`src/rtl/phys_reg_free_list.sv`:
```
// Purpose: physical register free list for rename; speculative + architectural free bitmaps.
// Latency: grant is combinational (same cycle); bitmap/counter updates land at the next edge.
// Backpressure: alloc_gnt stays low while no preg is free or during flush; requester must stall.

// Lowest-index-first priority encoder.
module priority_encoder #(
  parameter int N = 64,
  parameter int W = $clog2(N)
) (
  input  logic [N-1:0] req,
  output logic         found,
  output logic [W-1:0] idx
);

  // Scan downward so the lowest set bit wins.
  always_comb begin
    found = 1'b0;
    idx   = '0;
    for (int i = N - 1; i >= 0; i--) begin
      if (req[i]) begin
        found = 1'b1;
        idx   = i[W-1:0];
      end
    end
  end

endmodule

module phys_reg_free_list #(
  parameter  int NUM_PREGS = 64,
  parameter  int NUM_ARCH  = 32,
  localparam int PTAG_W    = $clog2(NUM_PREGS)
) (
  input  logic              clk,
  input  logic              rst,
  input  logic              alloc_req,
  output logic              alloc_gnt,
  output logic [PTAG_W-1:0] alloc_ptag,
  input  logic              commit_valid,
  input  logic [PTAG_W-1:0] commit_new_ptag,
  input  logic [PTAG_W-1:0] commit_old_ptag,
  input  logic              flush,
  output logic [PTAG_W:0]   free_count,
  output logic              empty,
  output logic              dbl_free
);

  // Pregs below NUM_ARCH hold the initial architectural mapping.
  localparam logic [NUM_PREGS-1:0] RST_MAP = {NUM_PREGS{1'b1}} << NUM_ARCH;
  localparam logic [PTAG_W:0]      RST_CNT = (PTAG_W + 1)'(NUM_PREGS - NUM_ARCH);

  logic [NUM_PREGS-1:0] spec_free, arch_free;
  logic [NUM_PREGS-1:0] spec_free_nxt, arch_free_nxt;
  logic [PTAG_W:0]      spec_cnt, arch_cnt;
  logic [PTAG_W:0]      spec_cnt_nxt, arch_cnt_nxt;
  logic                 pe_found;
  logic [PTAG_W-1:0]    pe_idx;
  logic                 arch_new_clr, arch_old_set, spec_old_set;
  logic                 dbl_q, empty_q;

  priority_encoder #(
    .N (NUM_PREGS),
    .W (PTAG_W)
  ) u_pe (
    .req   (spec_free),
    .found (pe_found),
    .idx   (pe_idx)
  );

  // Grant: flush suppresses allocation in the recovery cycle.
  always_comb begin
    alloc_gnt  = alloc_req & pe_found & ~flush;
    alloc_ptag = alloc_gnt ? pe_idx : '0;
  end

  // Next-state bitmaps and counters; counters follow actual bit transitions so
  // they always match the popcount even for a double free.
  always_comb begin
    arch_new_clr = commit_valid && arch_free[commit_new_ptag] &&
                   (commit_new_ptag != commit_old_ptag);
    arch_old_set = commit_valid && !arch_free[commit_old_ptag];
    spec_old_set = commit_valid && !spec_free[commit_old_ptag];

    arch_free_nxt = arch_free;
    if (commit_valid) begin
      arch_free_nxt[commit_new_ptag] = 1'b0;
      // Old applied after new: new==old (discard commit) nets to free.
      arch_free_nxt[commit_old_ptag] = 1'b1;
    end
    arch_cnt_nxt = arch_cnt + {{PTAG_W{1'b0}}, arch_old_set}
                            - {{PTAG_W{1'b0}}, arch_new_clr};

    // Set before clear: a tag both returned and granted ends up allocated, never double-granted.
    spec_free_nxt = spec_free;
    if (commit_valid) spec_free_nxt[commit_old_ptag] = 1'b1;
    if (alloc_gnt)    spec_free_nxt[alloc_ptag]      = 1'b0;
    spec_cnt_nxt = spec_cnt + {{PTAG_W{1'b0}}, spec_old_set}
                            - {{PTAG_W{1'b0}}, alloc_gnt};

    // Recovery: speculative state becomes the post-commit architectural state.
    if (flush) begin
      spec_free_nxt = arch_free_nxt;
      spec_cnt_nxt  = arch_cnt_nxt;
    end
  end

  // State registers with asynchronous reset to the initial mapping.
  always_ff @(posedge clk or posedge rst) begin
    if (rst) begin
      spec_free <= RST_MAP;
      arch_free <= RST_MAP;
      spec_cnt  <= RST_CNT;
      arch_cnt  <= RST_CNT;
      dbl_q     <= 1'b0;
      empty_q   <= 1'b0;
    end else begin
      spec_free <= spec_free_nxt;
      arch_free <= arch_free_nxt;
      spec_cnt  <= spec_cnt_nxt;
      arch_cnt  <= arch_cnt_nxt;
      dbl_q     <= commit_valid && arch_free[commit_old_ptag];
      empty_q   <= (spec_cnt_nxt == '0);
    end
  end

  // Registered status outputs.
  always_comb begin
    free_count = spec_cnt;
    empty      = empty_q;
    dbl_free   = dbl_q;
  end

endmodule

```
`config.mk`:
```
export PLATFORM = sky130hd
export DESIGN_NAME = phys_reg_free_list
export DESIGN_NICKNAME = d
export VERILOG_FILES = /design/src/rtl/phys_reg_free_list.sv
export SDC_FILE = /design/constraint.sdc
export NUM_CORES = 1
export LEC_CHECK = 0
export CAP_MARGIN = 10
export CORE_UTILIZATION = 65
export CTS_CLUSTER_DIAMETER = 120
export DETAILED_ROUTE_END_ITERATION = 10
export DONT_BUFFER_PORTS = 1
export PLACE_DENSITY = 0.82
export SLEW_MARGIN = 10
export SYNTH_ARGS = -nofsm -noshare
export SYNTH_HDL_FRONTEND = slang
export SYNTH_SLANG_ARGS = --single-unit
```
`constraint.sdc`:
```
create_clock -name clk -period 13.3 [get_ports clk]
set_input_delay 1.995 -clock clk [delete_from_list [all_inputs] [get_ports clk]]
set_output_delay 1.995 -clock clk [all_outputs]
set_load 0.1 [all_outputs]
```
==> insert_results.sql, run 1 <==
INSERT INTO impl_metrics (metric_group, metric, value, unit) VALUES
('status', 'status', 'finished clean', ''),
('synth', 'synth.yosys.warnings', '0', ''),
('critical_path', 'worst-endpoint-required', '13.64', 'ns'),
('detailed_routing', 'drt_first_pass_iters', '10', ''),
('layout', 'layout.cells.most_common_list', 'sky130_fd_sc_hd__o21ai_0, sky130_fd_sc_hd__a21oi_1, sky130_fd_sc_hd__nor2_1', ''),
('timing', 'report.final.setup_viol', '0', ''),
('timing', 'worst_clock_skew', '0.008639', 'ns'),
('synth', 'post_synth_main_area_contributors', 'sky130_fd_sc_hd__dfrtp_1, sky130_fd_sc_hd__dfstp_2, sky130_fd_sc_hd__o21ai_0', ''),
('layout', 'total_of_fill_cells_in_the_finished_design', '1170', ''),
('grt', 'global_route_wire_length_before_repair', '57.37', 'mm'),
('layout', 'footprint_of_the_multi_input_gates', '0.005668', 'sq mm'),
('synth', 'synth_top_area_share', '19.81', '%'),
('critical_path', 'worstPathArrival', '6.16', 'ns'),
('grt', 'grt_overflow', '0', ''),
('detailed_routing', 'viasPerCell', '7.733', ''),
('critical_path', 'critPathLaunchType', 'input port', ''),
('synth', 'synthesis.nets', '1210', ''),
('critical_path', 'path_max_fanout', '56', ''),
('power', 'power.static_leakage', '0.003984', 'uW'),
('timing', 'max_freq', '172.0', 'MHz'),
('power', 'power_per_cell_area', '181.0', 'mW/mm^2'),
('place', 'port_buffers', '0', ''),
('place', 'dp_hpwl', '25.93', 'mm'),
('synth', 'synth_enable_flop_cells', '0', ''),
('clock_tree', 'clock_sink_count', '144', ''),
('critical_path', 'critical_path_end_type', 'flip-flop', ''),
('layout', 'layout-area-overhead-vs-synth', '5.409', '%'),
('run', 'drv_cap', '0', ''),
('floorplanning', 'floorplan.initialDensity', '67.28', '%'),
('floorplanning', 'num_rows', '44', ''),
('floorplanning', 'io_pins', '33', ''),
('timing', 'worst_slew_margin_rel', '21.08', '%'),
('timing', 'tightestPinTransition', '1.180', 'ns'),
('clock_tree', 'clk_path_buf_depth', '2', ''),
('grt', 'grt_antenna_before_repair', '0', ''),
('clock_tree', 'tritoncts', 'built', ''),
('clock_tree', 'tritoncts.num_buffers', '17', ''),
('grt', 'globalRouteTotalUtil', '48.91', '%'),
('layout', 'fin_util', '70.92', '%'),
('grt', 'grt_pass1_vias', '9491', ''),
('timing', 'rsz0062_at_grt', 'false', ''),
('place', 'last_weighted_congestion_value_of_the_routability_driven_placer', '1.034', ''),
('detailed_routing', 'routed-via-count', '10215', ''),
('clock_tree', 'holdBufCountCts', '0', ''),
('synth', 'synthCells', '1178', ''),
('clock_tree', 'post_cts_resize_count', '0', ''),
('synth', 'seq_area_frac_synth', '37.41', '%'),
('detailed_routing', 'detail-route-antenna-nets', '0', ''),
('power', 'ir_worst_vdd', '0.2179', 'mV'),
('critical_path', 'worst-setup-path-type', 'input port to flip-flop', ''),
('synth', 'async_set_or_reset_flop_fraction_in_the_synthesized_netlist', '100.0', '%'),
('floorplanning', 'floorplan.die.width', '125.1', 'um'),
('grt', 'maximum_number_of_pins_on_one_net_before_global_route_repair', '108', ''),
('worst_hold_path', 'min_path_type', 'flip-flop to flip-flop', ''),
('timing', 'report.final.hold_viol_count', '0', ''),
('layout', 'number_of_nets_in_the_finished_design', '1157', ''),
('layout', 'mostFrequentLayoutCell', 'sky130_fd_sc_hd__o21ai_0', ''),
('timing', 'final.min_clock_period', '5.814', 'ns'),
('clock_tree', 'htree_num_levels', '4', ''),
('floorplanning', 'floorplan_core_area', '0.01464', 'sq mm'),
('synth', 'synth.ff_latch_count', '144', ''),
('clock_tree', 'worstSkewPairLatency', '0.44', 'ns'),
('clock_tree', 'worst_setup_hold_path_clk_slew', '0.06', 'ns'),
('layout', 'post_route_cells_drive_above_1_share', '15.66', '%'),
('timing', 'setup_total_negative_slack', '0', 'ns'),
('detailed_routing', 'drc', '0', ''),
('detailed_routing', 'avgRoutedWirePerCell', '28.21', 'um'),
('synth', 'yosysUniqueCellTypes', '81', ''),
('floorplanning', 'floorplan.die_area', '0.01566', 'sq mm'),
('layout', 'n_antenna_cell', '0', ''),
('synth', 'netlist_area', '0.009853', 'sq mm');
metal layers:
layer,share of wire (%),track usage [%],vias to the layer above
met5,0,0,-
met4,5.6,23.10,0
met3,16,17.50,196
met2,41,69.14,951
met1,38,66.91,4796
li1,-,-,4272
Yosys cell counts, drive strengths merged, types with 6 or more instances:
| library cell | count |
|---|---|
| a21o | 8 |
| a21oi | 130 |
| a221oi | 19 |
| a22oi | 12 |
| a31oi | 49 |
| and2 | 7 |
| buf | 23 |
| clkbuf | 57 |
| dfrtp | 78 |
| dfstp | 66 |
| ha | 13 |
| inv | 44 |
| mux2 | 21 |
| mux2i | 28 |
| mux4 | 8 |
| nand2 | 67 |
| nand2b | 6 |
| nand3 | 26 |
| nand4 | 9 |
| nor2 | 128 |
| nor2b | 13 |
| nor3 | 20 |
| nor4 | 25 |
| o211ai | 9 |
| o21ai | 189 |
| o31ai | 7 |
| or2 | 11 |
| or4 | 7 |
| xnor2 | 13 |
sequential cells by signal, indices dropped and copies added, names as in the netlist:
name and flops:
arch_cnt 7, arch_free 64, empty 1, spec_free 64
free_count 7, dbl_free 1
path summary, 6_finish.rpt:
| path | startpoint | end | slack [ns] | cells past startpoint |
|---|---|---|---|---|
| worst min register to register | arch_cnt[0]$_DFF_PP0_ | arch_cnt[0]$_DFF_PP0_ | 0.53 | 1 |
| min in group asynchronous | rst | arch_free[18]$_DFF_PP0_ | 1.53 | 1 |
| worst max-delay path | commit_old_ptag[0] | empty$_DFF_PP0_ | 7.49 | 18 |
| worst min-delay path | arch_cnt[0]$_DFF_PP0_ | arch_cnt[0]$_DFF_PP0_ | 0.53 | 1 |
| max in group asynchronous | rst | free_count[6]$_DFF_PP0_ | 10.47 | 2 |
| worst max register to register | spec_free[10]$_DFF_PP0_ | empty$_DFF_PP0_ | 8.61 | 15 |
worst max-delay path: stages:
cell and delay, ns:
sky130_fd_sc_hd__mux4_2 0.48, sky130_fd_sc_hd__nor2_1 0.10, sky130_fd_sc_hd__nor2_1 0.06, sky130_fd_sc_hd__o21ai_0 0.21
sky130_fd_sc_hd__o2111ai_1 0.21, sky130_fd_sc_hd__or4_1 0.48, sky130_fd_sc_hd__or2_1 0.24, sky130_fd_sc_hd__ha_1 0.34
sky130_fd_sc_hd__inv_1 0.08, sky130_fd_sc_hd__ha_1 0.16, sky130_fd_sc_hd__inv_1 0.05, sky130_fd_sc_hd__fa_1 0.47
sky130_fd_sc_hd__inv_1 0.06, sky130_fd_sc_hd__mux2_2 0.27, sky130_fd_sc_hd__or3_1 0.35, sky130_fd_sc_hd__a2111oi_0 0.28
sky130_fd_sc_hd__o211ai_1 0.15, sky130_fd_sc_hd__a211oi_1 0.18
report_power, final:
group | total [uW] | internal, uW | switching, uW
logic | 599 | 245 | 354
registers | 801 | 569 | 232
clock network | 480 | 273 | 207
total | 1880 | 1090 | 792
stage by stage:
stage / setup slack, ns / instances / area, sq um / total power [uW]
global placement: 7.168 / 1290 / 9817 / 1359
CTS: 7.533 / 1321 / 10390 / 1846
global route: 7.197 / 1321 / 10390 / 1950
floorplan: 7.285 / 1178 / 9853 / 1202
finish: 7.486 / 1321 / 10390 / 1880
detailed placement: 7.086 / 1290 / 9817 / 1373
cell families after synthesis:
logic type,Yosys count,synth area share [%]
AO/OA/AOI/OAI,479,28.86
AND/OR/NAND/NOR,341,17.83
flip-flops,144,37.41
buffers and inverters,124,5.168
multiplexers,57,7.073
XOR/XNOR,18,1.600
adder cells (fa/ha/maj),15,2.057
cell type report:
class / count / area share [%]
clock buffers: 19 / 4.469
clock inverters: 12 / 1.012
inverters: 44 / 1.662
multi-input cells: 910 / 54.57
flip-flops and latches: 144 / 35.49
well taps: 184 / 2.217
repair buffers: 8 / 0.5782
Power figures use the tool's default switching activity.
==> run 2, diff against run 1 <==
clock period = 6 ns   (was 13.3 ns; I/O delays follow)
==> run 2 against run 1 <==
Net effect:
- sequential cell count is the same
- worst hold slack got worse by 0.086 ns
- highest routed layer unchanged
- global-route usage is 0.79 points lower
- non-clock buffer count shrank 1
- the run now ends with DRC left
- largest power group unchanged
- sequential power grew 120%
==> insert_results.sql, run 2 (synthesized netlist as in run 1, its figures left out) <==
INSERT INTO impl_metrics (metric_group, metric, value, unit) VALUES
('timing', 'final.min_clock_period', '4.892', 'ns'),
('timing', 'report.final.hold_viol_count', '0', ''),
('detailed_routing', 'drc', '5', ''),
('detailed_routing', 'drt-initial-drc-count', '2053', ''),
('power', 'power_per_cell_area', '406.5', 'mW/mm^2'),
('layout', 'biggestRegsByFlops', 'arch_free x64, spec_free x64', ''),
('floorplanning', 'floorplan.initialDensity', '67.28', '%'),
('place', 'dp_hpwl', '25.87', 'mm'),
('grt', 'grt_pass1_vias', '9310', ''),
('critical_path', 'worst-endpoint-required', '6.34', 'ns'),
('layout', 'layout-area-overhead-vs-synth', '5.969', '%'),
('timing', 'max_freq', '204.4', 'MHz'),
('status', 'status', 'finished with violations', ''),
('clock_tree', 'clock_sink_count', '144', ''),
('timing', 'report.final.setup_viol', '0', ''),
('critical_path', 'timing.critical_path.from', 'spec_free[11]$_DFF_PP0_', ''),
('clock_tree', 'holdBufCountCts', '0', ''),
('power', 'power.static_leakage', '0.004003', 'uW'),
('critical_path', 'cp_cell_sequence', 'nor4_1, nand4_1, nor4_2, or2b_2, inv_1, xnor2_1, ha_1, fa_1, mux2_2, or3_1, a2111oi_0, o211ai_1, a211oi_1', ''),
('detailed_routing', 'routed-via-count', '10071', ''),
('timing', 'tightestPinTransition', '1.078', 'ns'),
('critical_path', 'path_max_fanout', '6', ''),
('critical_path', 'slowest_delay', '0.62', 'ns'),
('clock_tree', 'worstSkewPairLatency', '0.43', 'ns'),
('timing', 'post-route-worst-setup-slack', '1.108', 'ns'),
('power', 'ir_worst_vdd', '0.5135', 'mV'),
('floorplanning', 'floorplan.die_area', '0.01566', 'sq mm'),
('critical_path', 'r2r_start', 'spec_free[11]$_DFF_PP0_', ''),
('floorplanning', 'io_pins', '33', ''),
('clock_tree', 'cts_setup_buffers', '0', ''),
('timing', 'maxSlewViolCount', '0', ''),
('detailed_routing', 'viasPerCell', '7.624', ''),
('detailed_routing', 'detail-route-antenna-nets', '0', ''),
('critical_path', 'critPathLaunchType', 'flip-flop', ''),
('layout', 'n_antenna_cell', '0', ''),
('timing', 'rsz0062_at_grt', 'false', ''),
('floorplanning', 'floorplan_core_area', '0.01464', 'sq mm'),
('clock_tree', 'worst_setup_hold_path_clk_slew', '0.07', 'ns'),
('clock_tree', 'htree_num_levels', '4', ''),
('place', 'port_buffers', '0', ''),
('layout', 'layout.cells.most_common_list', 'sky130_fd_sc_hd__o21ai_0, sky130_fd_sc_hd__a21oi_1, sky130_fd_sc_hd__nor2_1', ''),
('place', 'preCtsSetupSlack', '0.8292', 'ns'),
('detailed_routing', 'avgRoutedWirePerCell', '27.85', 'um'),
('floorplanning', 'num_rows', '44', ''),
('timing', 'period_share', '81.53', '%'),
('floorplanning', 'floorplan.die.width', '125.1', 'um'),
('layout', 'number_of_nets_in_the_finished_design', '1156', ''),
('detailed_routing', 'drt_first_pass_iters', '11', ''),
('grt', 'maximum_number_of_pins_on_one_net_before_global_route_repair', '108', ''),
('timing', 'setup_total_negative_slack', '0', 'ns'),
('floorplanning', 'chipHeight', '125.1', 'um'),
('critical_path', 'critical_path_end_type', 'flip-flop', ''),
('grt', 'globalRouteTotalUtil', '48.13', '%'),
('critical_path', 'r2r_slack', '1.11', 'ns'),
('clock_tree', 'clk_path_buf_depth', '2', ''),
('clock_tree', 'tritoncts.num_buffers', '17', ''),
('layout', 'mostFrequentLayoutCell', 'sky130_fd_sc_hd__o21ai_0', ''),
('clock_tree', 'cts_root_buffer', 'sky130_fd_sc_hd__clkbuf_16', ''),
('grt', 'grt_antenna_before_repair', '0', ''),
('detailed_routing', 'drt_wl_total', '36.79', 'mm'),
('layout', 'post_route_cells_drive_above_1_share', '15.66', '%'),
('clock_tree', 'tritoncts', 'built', ''),
('clock_tree', 'post_cts_resize_count', '0', ''),
('layout', 'total_of_fill_cells_in_the_finished_design', '1154', ''),
('grt', 'grt_overflow', '0', ''),
('critical_path', 'crit_path_top_delay_cell', 'sky130_fd_sc_hd__nor4_1', ''),
('critical_path', 'worstPathArrival', '5.23', 'ns'),
('critical_path', 'r2r_end', 'empty$_DFF_PP0_', ''),
('status', 'violations', 'DRC', ''),
('timing', 'worst_clock_skew', '0.01068', 'ns'),
('grt', 'global_route_wire_length_before_repair', '56.24', 'mm'),
('critical_path', 'worst-setup-path-type', 'flip-flop to flip-flop', ''),
('timing', 'worst_slew_margin_rel', '27.61', '%'),
('critical_path', 'worst-r2r-cell-count', '13', ''),
('worst_hold_path', 'min_path_type', 'input port to async pin', ''),
('place', 'last_weighted_congestion_value_of_the_routability_driven_placer', '1.043', ''),
('run', 'drv_cap', '0', '');
==> run 2: through the flow <==
stage | hold slack, ns | instances | power, uW | cell area [sq um] | util, %
6_report | 0.4473 | 1321 | 4245 | 10440 | 71.30
3_3_place_gp | 0.5231 | 1289 | 3005 | 9809 | 66.99
4_1_cts | 0.4786 | 1321 | 4173 | 10440 | 71.27
2_1_floorplan | 0.4718 | 1178 | 2665 | 9853 | -
5_1_grt | 0.5031 | 1321 | 4415 | 10440 | 71.30
3_5_place_dp | 0.5468 | 1289 | 3040 | 9809 | 66.99
==> run 2: per-layer routing <==
metal  vias to the layer above  share of wire, %  track usage (%)
li1                       4271                 -                -
met1                      4692                38            66.33
met2                       944                42            69.04
met3                       164                16            15.58
met4                         0               5.0            22.09
met5                         -                 0                0
==> run 2: area by class of cell <==
type                       count  area [sq um]  area share, %
clock buffer                  22         506.7          4.853
multi-input combinational    910          5673          54.33
inverter                      44         172.7          1.654
sequential                   144          3686          35.30
timing repair buffer           7         52.55         0.5033
tap                          184         230.2          2.205
clock inverter                10         120.1          1.150
==> run 2: where the power goes <==
part | internal [uW] | switching [uW] | leakage, uW
Clock | 688 | 453 | 0.000308
Sequential | 1260 | 518 | 0.00167
Combinational | 543 | 780 | 0.00202
Total | 2490 | 1750 | 0.00400
==> run 2: worst max-delay path, delay by kind of cell (launching register included) <==
kind / cells / cell delay (ns)
buffers and inverters: 1 / 0.45
AOI/OAI and AO/OA: 3 / 0.73
DFF: 1 / 0.50
adders and majority gates: 2 / 0.68
xor gates and xnor gates: 1 / 0.39
muxes: 1 / 0.28
and+or+nand+nor: 5 / 1.78
==> run 2: worst max path at each step <==
stage,to,slack (ns),depth (start not counted)
final,empty$_DFF_PP0_,1.11,13
after detailed placement,empty$_DFF_PP0_,0.83,18
after global routing,empty$_DFF_PP0_,0.78,15
after floorplan,empty$_DFF_PP0_,1.16,20
after CTS,empty$_DFF_PP0_,1.16,15
after global placement,empty$_DFF_PP0_,0.95,18
